## config.mk

```make
export PLATFORM = sky130hd
export DESIGN_NAME = register_writeback_unit
export DESIGN_NICKNAME = d
export VERILOG_FILES = /design/src/rtl/register_writeback_unit_pkg.sv /design/src/rtl/register_writeback_unit_regfile.sv /design/src/rtl/register_writeback_unit.sv
export SDC_FILE = /design/constraint.sdc
export NUM_CORES = 2
export LEC_CHECK = 0
export ABC_AREA = 1
export CAP_MARGIN = 5
export CELL_PAD_IN_SITES_DETAIL_PLACEMENT = 0
export CELL_PAD_IN_SITES_GLOBAL_PLACEMENT = 1
export CORE_ASPECT_RATIO = 1.75
export CORE_MARGIN = 2
export CORE_UTILIZATION = 32
export DETAILED_ROUTE_END_ITERATION = 12
export PLACE_DENSITY = 0.69
export SYNTH_ARGS = -nofsm -noshare
export SYNTH_HDL_FRONTEND = slang
export SYNTH_SLANG_ARGS = --single-unit
```

## constraint.sdc

```tcl
create_clock -name clk -period 30.1 [get_ports clk]
set_input_delay 4.515 -clock clk [delete_from_list [all_inputs] [get_ports clk]]
set_output_delay 4.515 -clock clk [all_outputs]
set_load 0.01 [all_outputs]
```

## src/rtl/register_writeback_unit_pkg.sv

```systemverilog
// Shared widths, register-file geometry and the MEM/WB latch record for the writeback stage.
package register_writeback_unit_pkg;

  localparam int DATA_W = 32;
  localparam int NREGS  = 16;
  localparam int ADDR_W = 4;
  localparam int INST_W = 32;
  localparam int RD_MSB = 25;
  localparam int RD_LSB = 22;

  localparam logic [ADDR_W-1:0] RA_REG = ADDR_W'(15);
  localparam logic [DATA_W-1:0] PC_INC = DATA_W'(4);

  typedef struct packed {
    logic              valid;
    logic [DATA_W-1:0] pc;
    logic [INST_W-1:0] inst;
    logic [DATA_W-1:0] alu_result;
    logic [DATA_W-1:0] ld_result;
    logic              is_ld;
    logic              is_call;
    logic              is_wb;
  } wb_latch_t;

  function automatic logic [ADDR_W-1:0] rd_field(input logic [INST_W-1:0] inst);
    return inst[RD_MSB:RD_LSB];
  endfunction

endpackage

```

## src/rtl/register_writeback_unit_regfile.sv

```systemverilog
// 16x32 architectural register file: one write port, three combinational read ports
// with write-through bypass so a register being written reads back its new value.
module register_file_16x32
  import register_writeback_unit_pkg::*;
(
  input  logic              clk,
  input  logic              rst,
  input  logic              we_i,
  input  logic [ADDR_W-1:0] waddr_i,
  input  logic [DATA_W-1:0] wdata_i,
  input  logic [ADDR_W-1:0] raddr1_i,
  input  logic [ADDR_W-1:0] raddr2_i,
  output logic [DATA_W-1:0] rdata1_o,
  output logic [DATA_W-1:0] rdata2_o,
  output logic [DATA_W-1:0] rdata15_o
);

  logic [DATA_W-1:0] regs_q [NREGS];

  // R0 is an ordinary register here; nothing hardwires it to zero.
  always_ff @(posedge clk or posedge rst) begin
    if (rst) begin
      for (int i = 0; i < NREGS; i++) regs_q[i] <= '0;
    end else if (we_i) begin
      regs_q[waddr_i] <= wdata_i;
    end
  end

  assign rdata1_o  = (we_i && (waddr_i == raddr1_i)) ? wdata_i : regs_q[raddr1_i];
  assign rdata2_o  = (we_i && (waddr_i == raddr2_i)) ? wdata_i : regs_q[raddr2_i];
  assign rdata15_o = (we_i && (waddr_i == RA_REG))   ? wdata_i : regs_q[RA_REG];

endmodule

```

## src/rtl/register_writeback_unit.sv

```systemverilog
// MEM/WB pipeline latch, result-source selection and register-file write port;
// feeds the rs1/rs2/R15 read ports back to operand fetch.
module register_writeback_unit
  import register_writeback_unit_pkg::*;
(
  input  logic              clk,
  input  logic              rst,
  input  logic              stall,
  input  logic              flush,
  input  logic              in_valid,
  input  logic [DATA_W-1:0] in_pc,
  input  logic [INST_W-1:0] in_inst,
  input  logic [DATA_W-1:0] in_alu_result,
  input  logic [DATA_W-1:0] in_ld_result,
  input  logic              in_isLd,
  input  logic              in_isCall,
  input  logic              in_isWb,
  input  logic [ADDR_W-1:0] rd_addr1,
  input  logic [ADDR_W-1:0] rd_addr2,
  output logic [DATA_W-1:0] reg_data1,
  output logic [DATA_W-1:0] reg_data2,
  output logic [DATA_W-1:0] reg_data15,
  output logic              wb_en,
  output logic [ADDR_W-1:0] wb_addr,
  output logic [DATA_W-1:0] wb_data
);

  wb_latch_t latch_q, latch_d;

  // Handshake: in_valid has no ready; stall is the only backpressure, and upstream
  // must hold its instruction while stall is high. Flush beats stall.
  always_comb begin
    latch_d = latch_q;
    if (flush) begin
      latch_d.valid = 1'b0;
    end else if (!stall) begin
      latch_d.valid      = in_valid;
      latch_d.pc         = in_pc;
      latch_d.inst       = in_inst;
      latch_d.alu_result = in_alu_result;
      latch_d.ld_result  = in_ld_result;
      latch_d.is_ld      = in_isLd;
      latch_d.is_call    = in_isCall;
      latch_d.is_wb      = in_isWb;
    end
  end

  always_ff @(posedge clk or posedge rst) begin
    if (rst) latch_q <= '0;
    else     latch_q <= latch_d;
  end

  // A held write is only deferred by stall: it stays in the latch until a free edge.
  always_comb begin
    if (latch_q.is_call)    wb_data = latch_q.pc + PC_INC;
    else if (latch_q.is_ld) wb_data = latch_q.ld_result;
    else                    wb_data = latch_q.alu_result;
  end

  assign wb_addr = latch_q.is_call ? RA_REG : rd_field(latch_q.inst);
  assign wb_en   = latch_q.valid & (latch_q.is_wb | latch_q.is_call) & ~stall;

  logic unused_inst_bits;
  assign unused_inst_bits = ^{latch_q.inst[INST_W-1:RD_MSB+1], latch_q.inst[RD_LSB-1:0]};

  register_file_16x32 u_regfile (
    .clk       (clk),
    .rst       (rst),
    .we_i      (wb_en),
    .waddr_i   (wb_addr),
    .wdata_i   (wb_data),
    .raddr1_i  (rd_addr1),
    .raddr2_i  (rd_addr2),
    .rdata1_o  (reg_data1),
    .rdata2_o  (reg_data2),
    .rdata15_o (reg_data15)
  );

endmodule
```

==> flow_metrics.py <==
metrics = {
    "pwr": {
        "vdd_drop_max_mv": 0.0439,
        "leakagePower_nw": 18.6,
        "clock_power_share_pct": 33.2,
        "switching_share_pct": 34.7,
        "power-per-cell-area_nw_per_um2": 67.4,
        "power.share.sequential_pct": 40.3,
        "pwr-share-comb_pct": 26.5,
        "report.power.total_mw": 2.71,
        "power_switching_uw": 939,
        "internal_power_mw": 1.77,
    },
    "cells_and_area": {
        "layout.cells.most_common": "sky130_fd_sc_hd__nand2_1",
        "num-fill-cells": 11300,
        "layout-drive-gt1-share_pct": 6.22,
        "layout.nets": 5015,
        "area.sequential_um2": 15400,
        "synthToLayoutAreaGrowth_pct": 16.6,
        "mostFrequentLayoutCells": "sky130_fd_sc_hd__nand2_1, sky130_fd_sc_hd__dfrtp_1, sky130_fd_sc_hd__o21ai_0",
        "stdcell_count": 6292,
        "multiInputGateArea_um2": 16200,
    },
    "yosys": {
        "synth_nets": 4990,
        "synthSimpleGateAreaFrac_pct": 27.2,
        "edff_count_synth": 0,
        "multiplexer_share_of_the_synthesized_area_pct": 1.31,
        "syn_inst": 4845,
        "synth_adder_area_share_pct": 0.0363,
        "yosysUniqueCellTypes": 27,
        "asyncSetResetFlopFracSynth_pct": 100,
        "ys_warn_count": 0,
        "synth_sequential_area_ratio_pct": 44.7,
        "largest_family_of_logic_cells_by_synthesized_area": "simple AND/OR/NAND/NOR gates",
        "synth_compound_area_share_pct": 18.2,
        "synthesis.area_per_instance_um2": 7.11,
        "synth-seq-cells": 616,
        "synth_area_um2": 34400,
        "synth_ff_type": "sky130_fd_sc_hd__dfrtp_1",
        "synth_xor_area_share_pct": 0.153,
    },
    "setup_path": {
        "worst_path_max_delay_cell": "sky130_fd_sc_hd__buf_4",
        "crit_path_cell_trace": "buf_6, buf_4, buf_4, buf_4, o21ai_0, o21ai_0, nand3_1, nand2_1, nand2_1, nand2_1, clkdlybuf4s50_1",
        "timing.critical_path.fanout_max": 64,
        "regToRegSetupSlack_ps": 26690,
        "worstSetupPathType": "in2out",
        "r2r_cells": 9,
        "worstPathRequired_ps": 25590,
        "cp-start-kind": "input port",
        "worstReg2RegStart": "latch_q[1]$_DFFE_PP0P_",
        "critical_path_arrival_ps": 8580,
        "worst_path_largest_cell_delay_ps": 740,
        "capture_point_of_the_worst_reg_to_reg_path": "u_regfile.regs_q[429]$_DFFE_PP0P_",
        "endpoint_kind": "primary output",
    },
    "sta": {
        "final_min_period_over_clock_period_pct": 43.5,
        "final_period_minus_worst_setup_slack_ps": 13100,
        "fin_worst_skew_ps": 28.4,
        "setup_repair_after_global_routing_missed_its_margin": "false",
        "timing.fmax_ghz": 0.0764,
        "hold_viol": 0,
        "report.final.slew_viol_count": 0,
        "fin_setup_tns_ps": 0,
        "tightestPinTransition_ps": 1160,
        "timing.final.setup_violations": 0,
        "maxSlewHeadroom_pct": 22.2,
    },
    "route": {
        "pre_repair_dr_iteration_count": 5,
        "routed-via-count": 33500,
        "routedWlPerCell_um": 22.5,
        "per_cell_via_count_in_the_routed_design": 5.33,
        "drc_errors": 0,
        "detail-route-antenna-nets": 0,
        "drt_iter0_drc": 3138,
        "wl_mm": 141,
    },
    "floorplan": {
        "die_y_um": 438,
        "num_rows": 159,
        "effective_utilization_at_floorplan_pct": 32.2,
        "core_region_area_um2": 107000,
        "io_pins": 277,
        "fp.dieArea_um2": 110000,
        "fp.dieW_um": 252,
    },
    "min_path": {
        "worst_hold_path.endpoint": "u_regfile.regs_q[471]$_DFFE_PP0P_",
        "hold_path_class": "reg2reg",
        "worst_hold_startpoint": "u_regfile.regs_q[471]$_DFFE_PP0P_",
        "worst_hold_path.num_cells": 2,
    },
    "grt": {
        "wire_length_of_the_first_global_routing_pass_mm": 211,
        "gr-usage-met2_pct": 43.0,
        "grt_pass1_vias": 32500,
        "grtUsageTotal_pct": 25.5,
        "gr-usage-met1_pct": 31.8,
        "grt_busiest_layer": "met2",
        "grt_overflow_total": 0,
        "grtUsageMet3_pct": 3.81,
        "antenna_violations_before_repair": 2,
        "grt_start_max_net_pins": 200,
    },
    "place": {
        "gpl.final_weighted_congestion": 0.844,
        "place.port_buffers": 248,
        "place.detailed.hpwl_mm": 84.8,
        "placed_cells_incl_taps": 6166,
    },
    "clock_network": {
        "cts.reportedPaths.clkPinSlew_ps": 50,
        "tritoncts_num_sinks": 616,
        "cts.repair_timing.setup_buffer_count": 0,
        "h-tree-depth": 3,
        "clock_tree_from_tritoncts": "done",
        "ctsResizeCount": 0,
        "cts_buffers": 70,
        "insertion_delay_ps": 670,
        "postCtsHoldBufs": 0,
        "root_buffer": "sky130_fd_sc_hd__clkbuf_16",
        "cts_max_path_buffers": 3,
    },
    "run_status": {
        "status": "finished clean",
    },
    "flow_run": {
        "max_cap_violations": 0,
    },
}
state kept, by name (all words and copies together) (netlist names):
signal / flops
u_regfile.regs_q: 512
latch_q: 104
layout make-up:
type                       instances  area share, %
multi-input combinational       3491           40.2
clock inverter                    22          0.536
sequential                       616           38.4
clock buffer                     103           5.33
inverter                         355           3.34
tap                             1368           4.26
timing repair buffer             336           7.91
antenna                            1        0.00623
how the worst max path moves through the flow:
stage	to	from	slack (ps)	cells past startpoint
final	reg_data1[18]	rd_addr1[1]	17000	11
after global routing	reg_data1[18]	rd_addr1[1]	16900	11
after CTS	reg_data1[16]	rd_addr1[3]	17000	12
after detailed placement	reg_data1[16]	rd_addr1[3]	17000	12
after global placement	reg_data1[16]	rd_addr1[3]	17000	12
after floorplan	latch_q[0]$_DFFE_PP0P_	rst	8340	1
logic make-up after synthesis:
| family | count (synthesis) |
|---|---|
| and+or+nand+nor | 2300 |
| muxes | 40 |
| adders and majority gates | 1 |
| buffers and inverters | 738 |
| xor gates and xnor gates | 6 |
| DFF | 616 |
| AOI/OAI and AO/OA | 1144 |
synth_stat cells, types with 3 or more instances:
| master | n | area share, % |
|---|---|---|
| sky130_fd_sc_hd__a21oi_1 | 248 | 3.6 |
| sky130_fd_sc_hd__and2_1 | 3 | 0.054 |
| sky130_fd_sc_hd__buf_1 | 39 | 0.42 |
| sky130_fd_sc_hd__buf_2 | 45 | 0.65 |
| sky130_fd_sc_hd__buf_4 | 7 | 0.15 |
| sky130_fd_sc_hd__buf_6 | 4 | 0.13 |
| sky130_fd_sc_hd__clkbuf_1 | 288 | 3.1 |
| sky130_fd_sc_hd__dfrtp_1 | 616 | 45 |
| sky130_fd_sc_hd__inv_1 | 333 | 3.6 |
| sky130_fd_sc_hd__inv_2 | 21 | 0.23 |
| sky130_fd_sc_hd__mux2_2 | 40 | 1.3 |
| sky130_fd_sc_hd__nand2_1 | 1709 | 19 |
| sky130_fd_sc_hd__nand3_1 | 447 | 6.5 |
| sky130_fd_sc_hd__nand3_4 | 4 | 0.20 |
| sky130_fd_sc_hd__nor2_1 | 117 | 1.3 |
| sky130_fd_sc_hd__nor2_2 | 7 | 0.13 |
| sky130_fd_sc_hd__nor2_4 | 11 | 0.36 |
| sky130_fd_sc_hd__o211ai_1 | 208 | 4.5 |
| sky130_fd_sc_hd__o21ai_0 | 609 | 8.8 |
| sky130_fd_sc_hd__o21ai_1 | 74 | 1.1 |
| sky130_fd_sc_hd__o21ai_2 | 4 | 0.10 |
| sky130_fd_sc_hd__xor2_1 | 6 | 0.15 |
power groups by stage:
stage | Combinational, mW | Sequential (mW) | Clock, mW
2_1_floorplan | 0.436 | 1.08 | 0
3_3_place_gp | 0.716 | 1.10 | 0
3_5_place_dp | 0.723 | 1.10 | 0
6_report | 0.719 | 1.09 | 0.898
4_1_cts | 0.726 | 1.09 | 0.920
5_1_grt | 0.805 | 1.11 | 0.946
through the flow:
stage	setup WS [ps]	hold slack [ps]	utilization, %	cell area, um2
after floorplan	8340	449	-	34400
after detailed placement	17000	465	35.3	37800
after CTS	17000	481	37.5	40200
after global routing	16900	496	37.5	40200
after global placement	17000	465	35.3	37800
final	17000	478	37.5	40200
worst max-delay path, delay by kind of cell:
kind | cells | cell delay (ps)
buffers and inverters | 5 | 3060
AO/OA/AOI/OAI | 2 | 410
AND/OR/NAND/NOR | 4 | 450
per-layer routing:
metal  part of all wire (%)  vias to the layer above
met5                 0.0049                        -
met2                     48                     1274
met1                     40                    16100
met4                    4.9                        2
met3                    6.8                      274
li1                       -                    15900
Power figures use the tool's default switching activity.
